### config.mk
export PLATFORM = sky130hd
export DESIGN_NAME = fetch_unit
export DESIGN_NICKNAME = d
export VERILOG_FILES = /design/src/rtl/fetch_unit.sv
export SDC_FILE = /design/constraint.sdc
export NUM_CORES = 1
export LEC_CHECK = 0
export CELL_PAD_IN_SITES_DETAIL_PLACEMENT = 1
export CELL_PAD_IN_SITES_GLOBAL_PLACEMENT = 2
export CORE_MARGIN = 1.5
export CORE_UTILIZATION = 24
export CTS_BUF_LIST = sky130_fd_sc_hd__clkbuf_8
export CTS_CLUSTER_SIZE = 14
export DETAILED_ROUTE_END_ITERATION = 10
export GPL_ROUTABILITY_DRIVEN = 0
export HOLD_SLACK_MARGIN = 0.1
export PLACE_DENSITY = 0.8
export SKIP_CTS_REPAIR_TIMING = 1
export SLEW_MARGIN = 20
export SYNTH_ARGS = -nofsm -noshare
export SYNTH_HDL_FRONTEND = slang
export SYNTH_SLANG_ARGS = --single-unit
### constraint.sdc
create_clock -name CLK -period 3.7 [get_ports CLK]
set_clock_uncertainty 0.05 [all_clocks]
set_input_delay 0.74 -clock CLK [delete_from_list [all_inputs] [get_ports CLK]]
set_output_delay 0.74 -clock CLK [all_outputs]
set_load 0.02 [all_outputs]
### src/rtl/fetch_unit.sv
// fetch_unit
// ----------
// Instruction fetch sequencer for a multicycle core. Each instruction is
// fetched from instruction memory in FETCH, held for the control unit in
// ISSUE until the downstream data path stops stalling, and then retired.
// Retirement advances the PC (sequential, branch, jump or JR) or, on a halt
// decode, parks the unit in HALTED until the next reset.
//
// Ports
//   CLK         rising-edge clock for all state
//   RST         synchronous active-high reset
//   ihit        instruction memory returned iload for the current iaddr
//   iload       instruction word from instruction memory
//   iREN        instruction memory read request (registered)
//   iaddr       fetch address, which is the current PC
//   instr       instruction word presented to the control unit
//   instr_valid instr holds a fetched, not-yet-retired instruction (registered)
//   stall       downstream not finished, so hold the current instruction
//   brnch_eq    control decode: branch if equal
//   brnch_ne    control decode: branch if not equal
//   jmp         control decode: absolute jump (J/JAL)
//   JR          control decode: jump to register
//   cuHALT      control decode: halt
//   zero        ALU zero flag for the current instruction
//   rs_data     register rs value, used as the JR target
//   pc_plus4    PC+4 of the current instruction (JAL link value)
//   halted      sticky halt indication (registered)
//   retired     count of retired instructions, wraps mod 2^32

module fetch_unit #(
  parameter logic [31:0] PC_RESET = 32'h0000_0000
) (
  input  logic        CLK,
  input  logic        RST,
  input  logic        ihit,
  input  logic [31:0] iload,
  output logic        iREN,
  output logic [31:0] iaddr,
  output logic [31:0] instr,
  output logic        instr_valid,
  input  logic        stall,
  input  logic        brnch_eq,
  input  logic        brnch_ne,
  input  logic        jmp,
  input  logic        JR,
  input  logic        cuHALT,
  input  logic        zero,
  input  logic [31:0] rs_data,
  output logic [31:0] pc_plus4,
  output logic        halted,
  output logic [31:0] retired
);

  typedef enum logic [1:0] {
    FETCH  = 2'd0,
    ISSUE  = 2'd1,
    HALTED = 2'd2
  } state_t;

  state_t      state;
  logic [31:0] pc;
  logic [31:0] next_pc;
  logic [31:0] branch_offset;
  logic [31:0] branch_target;
  logic [31:0] jump_target;
  logic [31:0] jr_target;
  logic        branch_taken;

  assign iaddr    = pc;
  assign pc_plus4 = pc + 32'd4;

  // Branch offset is the sign-extended word displacement; the add wraps
  // naturally in 32 bits.
  assign branch_offset = {{14{instr[15]}}, instr[15:0], 2'b00};
  assign branch_target = pc_plus4 + branch_offset;
  assign jump_target   = {pc_plus4[31:28], instr[25:0], 2'b00};

  // Masking rather than slicing keeps every rs_data bit in use and keeps
  // the PC word aligned even for a misaligned register value.
  assign jr_target     = rs_data & 32'hFFFF_FFFC;

  assign branch_taken  = (brnch_eq & zero) | (brnch_ne & ~zero);

  // Next-PC selection, highest priority first. Only consumed on retire.
  always_comb begin
    next_pc = pc_plus4;
    if (cuHALT) begin
      next_pc = pc;
    end else if (JR) begin
      next_pc = jr_target;
    end else if (jmp) begin
      next_pc = jump_target;
    end else if (branch_taken) begin
      next_pc = branch_target;
    end
  end

  // Sequencer. iREN, instr_valid and halted are registered alongside the
  // state so they change exactly on the state transitions. Control inputs
  // only matter on the ISSUE/no-stall retire edge.
  always_ff @(posedge CLK) begin
    if (RST) begin
      state       <= FETCH;
      pc          <= {PC_RESET[31:2], 2'b00};
      instr       <= 32'h0000_0000;
      instr_valid <= 1'b0;
      iREN        <= 1'b1;
      halted      <= 1'b0;
      retired     <= 32'h0000_0000;
    end else begin
      case (state)
        FETCH: begin
          if (ihit) begin
            instr       <= iload;
            instr_valid <= 1'b1;
            iREN        <= 1'b0;
            state       <= ISSUE;
          end
        end
        ISSUE: begin
          if (!stall) begin
            retired     <= retired + 32'd1;
            pc          <= next_pc;
            instr_valid <= 1'b0;
            if (cuHALT) begin
              iREN   <= 1'b0;
              halted <= 1'b1;
              state  <= HALTED;
            end else begin
              iREN  <= 1'b1;
              state <= FETCH;
            end
          end
        end
        HALTED: begin
          iREN        <= 1'b0;
          instr_valid <= 1'b0;
          halted      <= 1'b1;
        end
        default: begin
          state       <= FETCH;
          iREN        <= 1'b1;
          instr_valid <= 1'b0;
        end
      endcase
    end
  end

endmodule

== Word level (Yosys, flattened, before mapping) ==
Index checks and enable logic that the tools add are counted.

* $add $sub $neg: 3
* Equality and inequality tests: 5
* Mux-type cells: 17
* Bitwise logic cells: 7
* Reductions and logical operators: 8

{| class="wikitable"
|+ Operators by type and width
! kind !! number
|-
| two-way mux 32 bit || 3
|-
| adder 32 x 1 -> 32 bit (second input constant) || 1
|-
| adder 32 x 3 -> 32 bit (second input constant) || 1
|-
| adder 32 bit || 1
|-
| AND reduction 3 bit || 3
|-
| two-way mux 1 bit || 7
|-
| two-way mux 2 bit || 3
|-
| != test 2 bit (second input constant) || 3
|-
| case mux 2 bit (3 select lines) || 1
|-
| AND reduction 2 bit || 3
|-
| inverter 1 bit || 4
|-
| case mux 1 bit (2 select lines) || 2
|-
| case mux 1 bit (3 select lines) || 1
|-
| AND 1 bit || 2
|-
| equality test 2 x 1 -> 1 bit (second input constant) || 1
|-
| equality test 2 bit (second input constant) || 1
|-
| logical NOT 2 bit || 1
|-
| nonzero test 2 bit || 1
|-
| bitwise OR 1 bit || 1
|}

* Register bits after elaboration: 101
* Input bits: 74
* Output and inout port bits: 131
* Logic and storage cells: 47

== Logic depth before layout (Yosys ltp) ==
Gate-level depths: netlist of the first run.

* Word-level depth: 6
* Depth in mapped cells: 18
* Mapped depth without buffers: 17

== Least setup slack after synthesis of the first run ==
OpenSTA, ideal clock, no wires.

* Path type: register -> register
* Start: register pc[2], in the netlist iaddr[2]
* End: register pc[31], in the netlist iaddr[31]
* Setup time: 95 ps
* Arrival time: 4056 ps
* Required time: 3555 ps
* Path slack: -501 ps
* Cell stages (with the launch flop): 17
* Buffers on the path: 1
* Clock period less this slack: 4201 ps
* Cell sequence: dfxtp_1 > ha_1 > and4_1 > nand4_1 > or2_1 > inv_1 > nand2_1 > xnor2_1 > ha_1 > clkbuf_1 > nand4_1 > a2111o_1 > a31o_2 > a22o_4 > a211oi_2 > xor2_1 > a221oi_1

* Cells in the longest elaborated chain, start to end: 5

{| class="wikitable"
|+ RTL lines
! what !! RTL line !! source
|-
| from (decl) || 61 || <nowiki>logic [31:0] pc;</nowiki>
|-
| from (signal assigned) || 104 || <nowiki>pc <= {PC_RESET[31:2], 2'b00};</nowiki>
|-
| from (signal assigned) || 123 || <nowiki>pc <= next_pc;</nowiki>
|-
| adder 32 x 3 -> 32 bit || 70 || <nowiki>assign pc_plus4 = pc + 32'd4;</nowiki>
|-
| via pc_plus4[20] || 49 || <nowiki>output logic [31:0] pc_plus4,</nowiki>
|-
| adder 32 bit || 75 || <nowiki>assign branch_target = pc_plus4 + branch_offset;</nowiki>
|-
| two-way mux 32 bit || 93 || <nowiki>end else if (branch_taken) begin</nowiki>
|-
| two-way mux 32 bit || 91 || <nowiki>end else if (jmp) begin</nowiki>
|-
| two-way mux 32 bit || 89 || <nowiki>end else if (JR) begin</nowiki>
|}

The timed path passes the listed nets, and every way through them passes these cells.
A chain may end at the register's enable or synchronous reset.

== Worst setup path in the final report of the first run ==
* Start: register pc[2], in the netlist iaddr[2]
* End: register pc[31], in the netlist iaddr[31]

* Cells in the longest elaborated chain, start to end: 5

{| class="wikitable"
|+ RTL lines
! what !! RTL line
|-
| adder 32 x 3 -> 32 bit (*) || 70
|-
| adder 32 bit || 75
|-
| two-way mux 32 bit || 93
|-
| two-way mux 32 bit (*) || 91
|-
| two-way mux 32 bit (*) || 89
|}

Every way passes the cells marked *; elsewhere a longest branch is shown, timed or not.

==> results of run 1 <==
[critical path: stages (launching register included)]
cell	delay, ps
dfxtp_4	380
ha_4	130
and4_4	250
nand4_1	190
or2_4	350
inv_2	70
nand2_2	80
xnor2_4	170
ha_4	290
nand4_1	130
a2111o_1	380
a31o_4	260
a22o_4	240
a211oi_4	260
xor2_1	90
a221oi_1	250
[logic make-up (layout without fill, tap and decap cells)]
logic type	count (synthesis)	after routing
AOI/OAI and AO/OA	233	233
xor gates and xnor gates	78	78
adders and majority gates	38	38
buffers and inverters	65	339
DFF	99	99
muxes	8	8
other	1	6
and+or+nand+nor	352	352
[area by class of cell]
| type | instances | area share, % |
|---|---|---|
| multi-input cells | 713 | 46.4 |
| inverters | 15 | 0.542 |
| repair buffers | 308 | 27.2 |
| well taps | 372 | 4.48 |
| clock buffers | 9 | 1.19 |
| flip-flops and latches | 99 | 19.2 |
| clock inverters | 7 | 0.855 |
| diodes | 2 | 0.0482 |
[cells in the final DEF, fill, tap and decap left out, drive strengths merged, types with 4 or more instances in the layout]
master         Yosys  routed
nand4             19      19
nor3              14      14
o21bai             5       5
o21ai             39      39
mux2i              7       7
xnor2             32      32
a211oi            17      17
inv               15      19
and2               5       5
nand2            135     135
a21oi             82      82
nand3             32      32
a21o              16      16
o21a               6       6
or3                8       8
buf                8     111
clkdlybuf4s50      0     190
clkbuf            42       9
and4              12      12
nor2              93      93
dfxtp             99      99
ha                37      37
dlymetal6s2s       0       7
o31ai              4       4
conb               1       4
xor2              46      46
a311oi             4       4
o311ai             4       4
a31oi              7       7
nor2b             10      10
nand2b             5       5
o211ai            14      14
a211o              4       4
and3               9       9
a221oi             5       5
[worst min-delay path by stage]
stage,from,to,slack [ps],depth (start not counted)
6_report,instr[30],instr[30],410,2
5_1_grt,instr[26],instr[26],440,2
4_1_cts,instr[30],instr[30],410,2
3_5_place_dp,instr[30],instr[30],400,2
3_3_place_gp,instr[31],instr[31],390,2
2_1_floorplan,state[0],state[0],480,2
[per-layer routing]
metal / GRT usage, % / vias to the layer above / routed length (um)
li1: - / 3646 / -
met1: 24.9 / 3638 / 12500
met2: 32.4 / 182 / 13100
met3: 5.01 / 33 / 1990
met4: 5.23 / 6 / 499
met5: 0 / - / 41
[where the power goes]
part | switching, mW | internal [mW] | total [mW]
Sequential | 0.0477 | 1.10 | 1.15
Clock | 0.512 | 0.277 | 0.789
Combinational | 0.367 | 0.315 | 0.682
Total | 0.926 | 1.70 | 2.62
[flip-flops by register name, indices dropped and copies added, names as in the netlist]
signal       flops
state            2
instr           32
retired         32
iaddr           30
halted           1
iREN             1
instr_valid      1
[through the flow]
step           TNS (ps)  cell area, sq um  worst slack (ps)  cells  hold slack [ps]
2_1_floorplan     -3.48              6780             -3.48    877              476
3_3_place_gp      -10.7              9790             -10.7   1499              392
3_5_place_dp      -83.3              9790             -83.3   1499              400
4_1_cts            -606             10000              -177   1515              414
5_1_grt            -285             10400              -118   1523              439
6_report              0             10400              47.9   1525              411
==> results.sh, run 1 <==
export IMPL_max_freq_ghz=0.274
export IMPL_ios=205
export IMPL_multi_input_area_sq_um=4820
export IMPL_maxCapViolCount=0
export IMPL_hold_class="reg2reg"
export IMPL_fp_dieArea_sq_um=28800
export IMPL_grt_pass1_wl_um=43700
export IMPL_register_area_sq_um=2000
export IMPL_rows=60
export IMPL_clockRootBuffer="clkbuf_8"
export IMPL_synth_top_area_cell="dfxtp_1"
export IMPL_path_class="reg2reg"
export IMPL_ys_types=70
export IMPL_cp_endpoint="iaddr[31]"
export IMPL_final_nets=1258
export IMPL_antenna_found_initial=5
export IMPL_slew_viol_final=0
export IMPL_netlist_instances=874
export IMPL_min_period_ps=3650
export IMPL_post_route_util_pct=38.4
export IMPL_cp_max_fo=3
export IMPL_cp_arrival_ps=3920
export IMPL_start_util_pct=24.6
export IMPL_fin_crit_sh_pct=98.7
export IMPL_maxSlewHeadroom_pct=47.8
export IMPL_reg2reg_to="iaddr[31]"
export IMPL_p_leak_nw=4.19
export IMPL_setup_viol=0
export IMPL_clk_pin_slew_ps=130
export IMPL_avgSynthCellArea_sq_um=7.64
export IMPL_powerDensity_nw_per_um2=252
export IMPL_vias=7505
export IMPL_startpoint="iaddr[2]"
export IMPL_drc_errors=0
export IMPL_routed_wl_um=28100
export IMPL_synth_simple_gate_area_share_pct=24.4
export IMPL_cts_path_max_buffers=2
export IMPL_ys_warn_count=0
export IMPL_r2r_start="iaddr[2]"
export IMPL_cp_required_ps=3960
export IMPL_synth_edf_count=0
export IMPL_drt_iter0_markers=287
export IMPL_post_synth_top_count_cell="nand2_1"
export IMPL_worstMarginPinSlew_ps=781
export IMPL_async_reset_ff_share_pct=0
export IMPL_dr_pass1_iters=4
export IMPL_synth_area_sq_um=6680
export IMPL_vdd_drop_max_mv=0.201
export IMPL_die_h_um=170
export IMPL_core_sq_um=27100
export IMPL_netlist_top_cells_count="nand2_1 (135), dfxtp_1 (99), nor2_1 (92)"
export IMPL_power_total_mw=2.62
export IMPL_netlist_area_leader_share_pct=29.7
export IMPL_synth_fa_ha_area_share_pct=7.24
export IMPL_synth_xor_area_share_pct=10.2
export IMPL_clock_sinks=99
export IMPL_cts_tree="done"
export IMPL_r2r_slack_ps=50
export IMPL_cts_buffers=9
export IMPL_track_usage_pct=19.5
export IMPL_synthMuxAreaShare_pct=1.22
export IMPL_fill_cells=3270
export IMPL_synth_top_family_by_area="simple AND/OR/NAND/NOR gates"
export IMPL_grt_max_degree=56
export IMPL_global_route_overflow_total=0
export IMPL_drtAntennaViolNets=0
export IMPL_synth_compound_area_share_pct=23.2
export IMPL_synth_seq_cells=99
export IMPL_die_w_um=170
export IMPL_status="finished, final reports clean"
export IMPL_area_growth_pct=55.7
export IMPL_start_kind="register"
export IMPL_crit_path_end_kind="register"
export IMPL_synth_seq_area_share_pct=29.7
export IMPL_via_per_inst=4.92
export IMPL_rsz0062_at_grt="true"
export IMPL_ff2ff_path_depth=15
export IMPL_dpl_hpwl_um=21600
export IMPL_h_tree_depth=3
export IMPL_insertion_delay_ps=400
export IMPL_io_buffers=198
export IMPL_finalHoldViolations=0
export IMPL_grt_pass1_vias=7833
export IMPL_ys_flop_type="dfxtp_1"
export IMPL_drt_wirelength_per_cell_um=18.4
export IMPL_drive_gt1_share_pct=18.3
export IMPL_synth_area_leaders="dfxtp_1 (30%), nand2_1 (7.6%), ha_1 (6.9%)"
No activity file was read; power rests on OpenSTA's default activity.
==> run 2, diff against run 1 <==
--- a/config.mk
+++ b/config.mk
@@ -10,7 +10,6 @@
 export CORE_MARGIN = 1.5
 export CORE_UTILIZATION = 24
 export CTS_BUF_LIST = sky130_fd_sc_hd__clkbuf_8
-export CTS_CLUSTER_SIZE = 14
 export DETAILED_ROUTE_END_ITERATION = 10
 export GPL_ROUTABILITY_DRIVEN = 0
 export HOLD_SLACK_MARGIN = 0.1
==> results of run 2 <==
The final DEF is identical to that of run 1; final timing and power are the same.
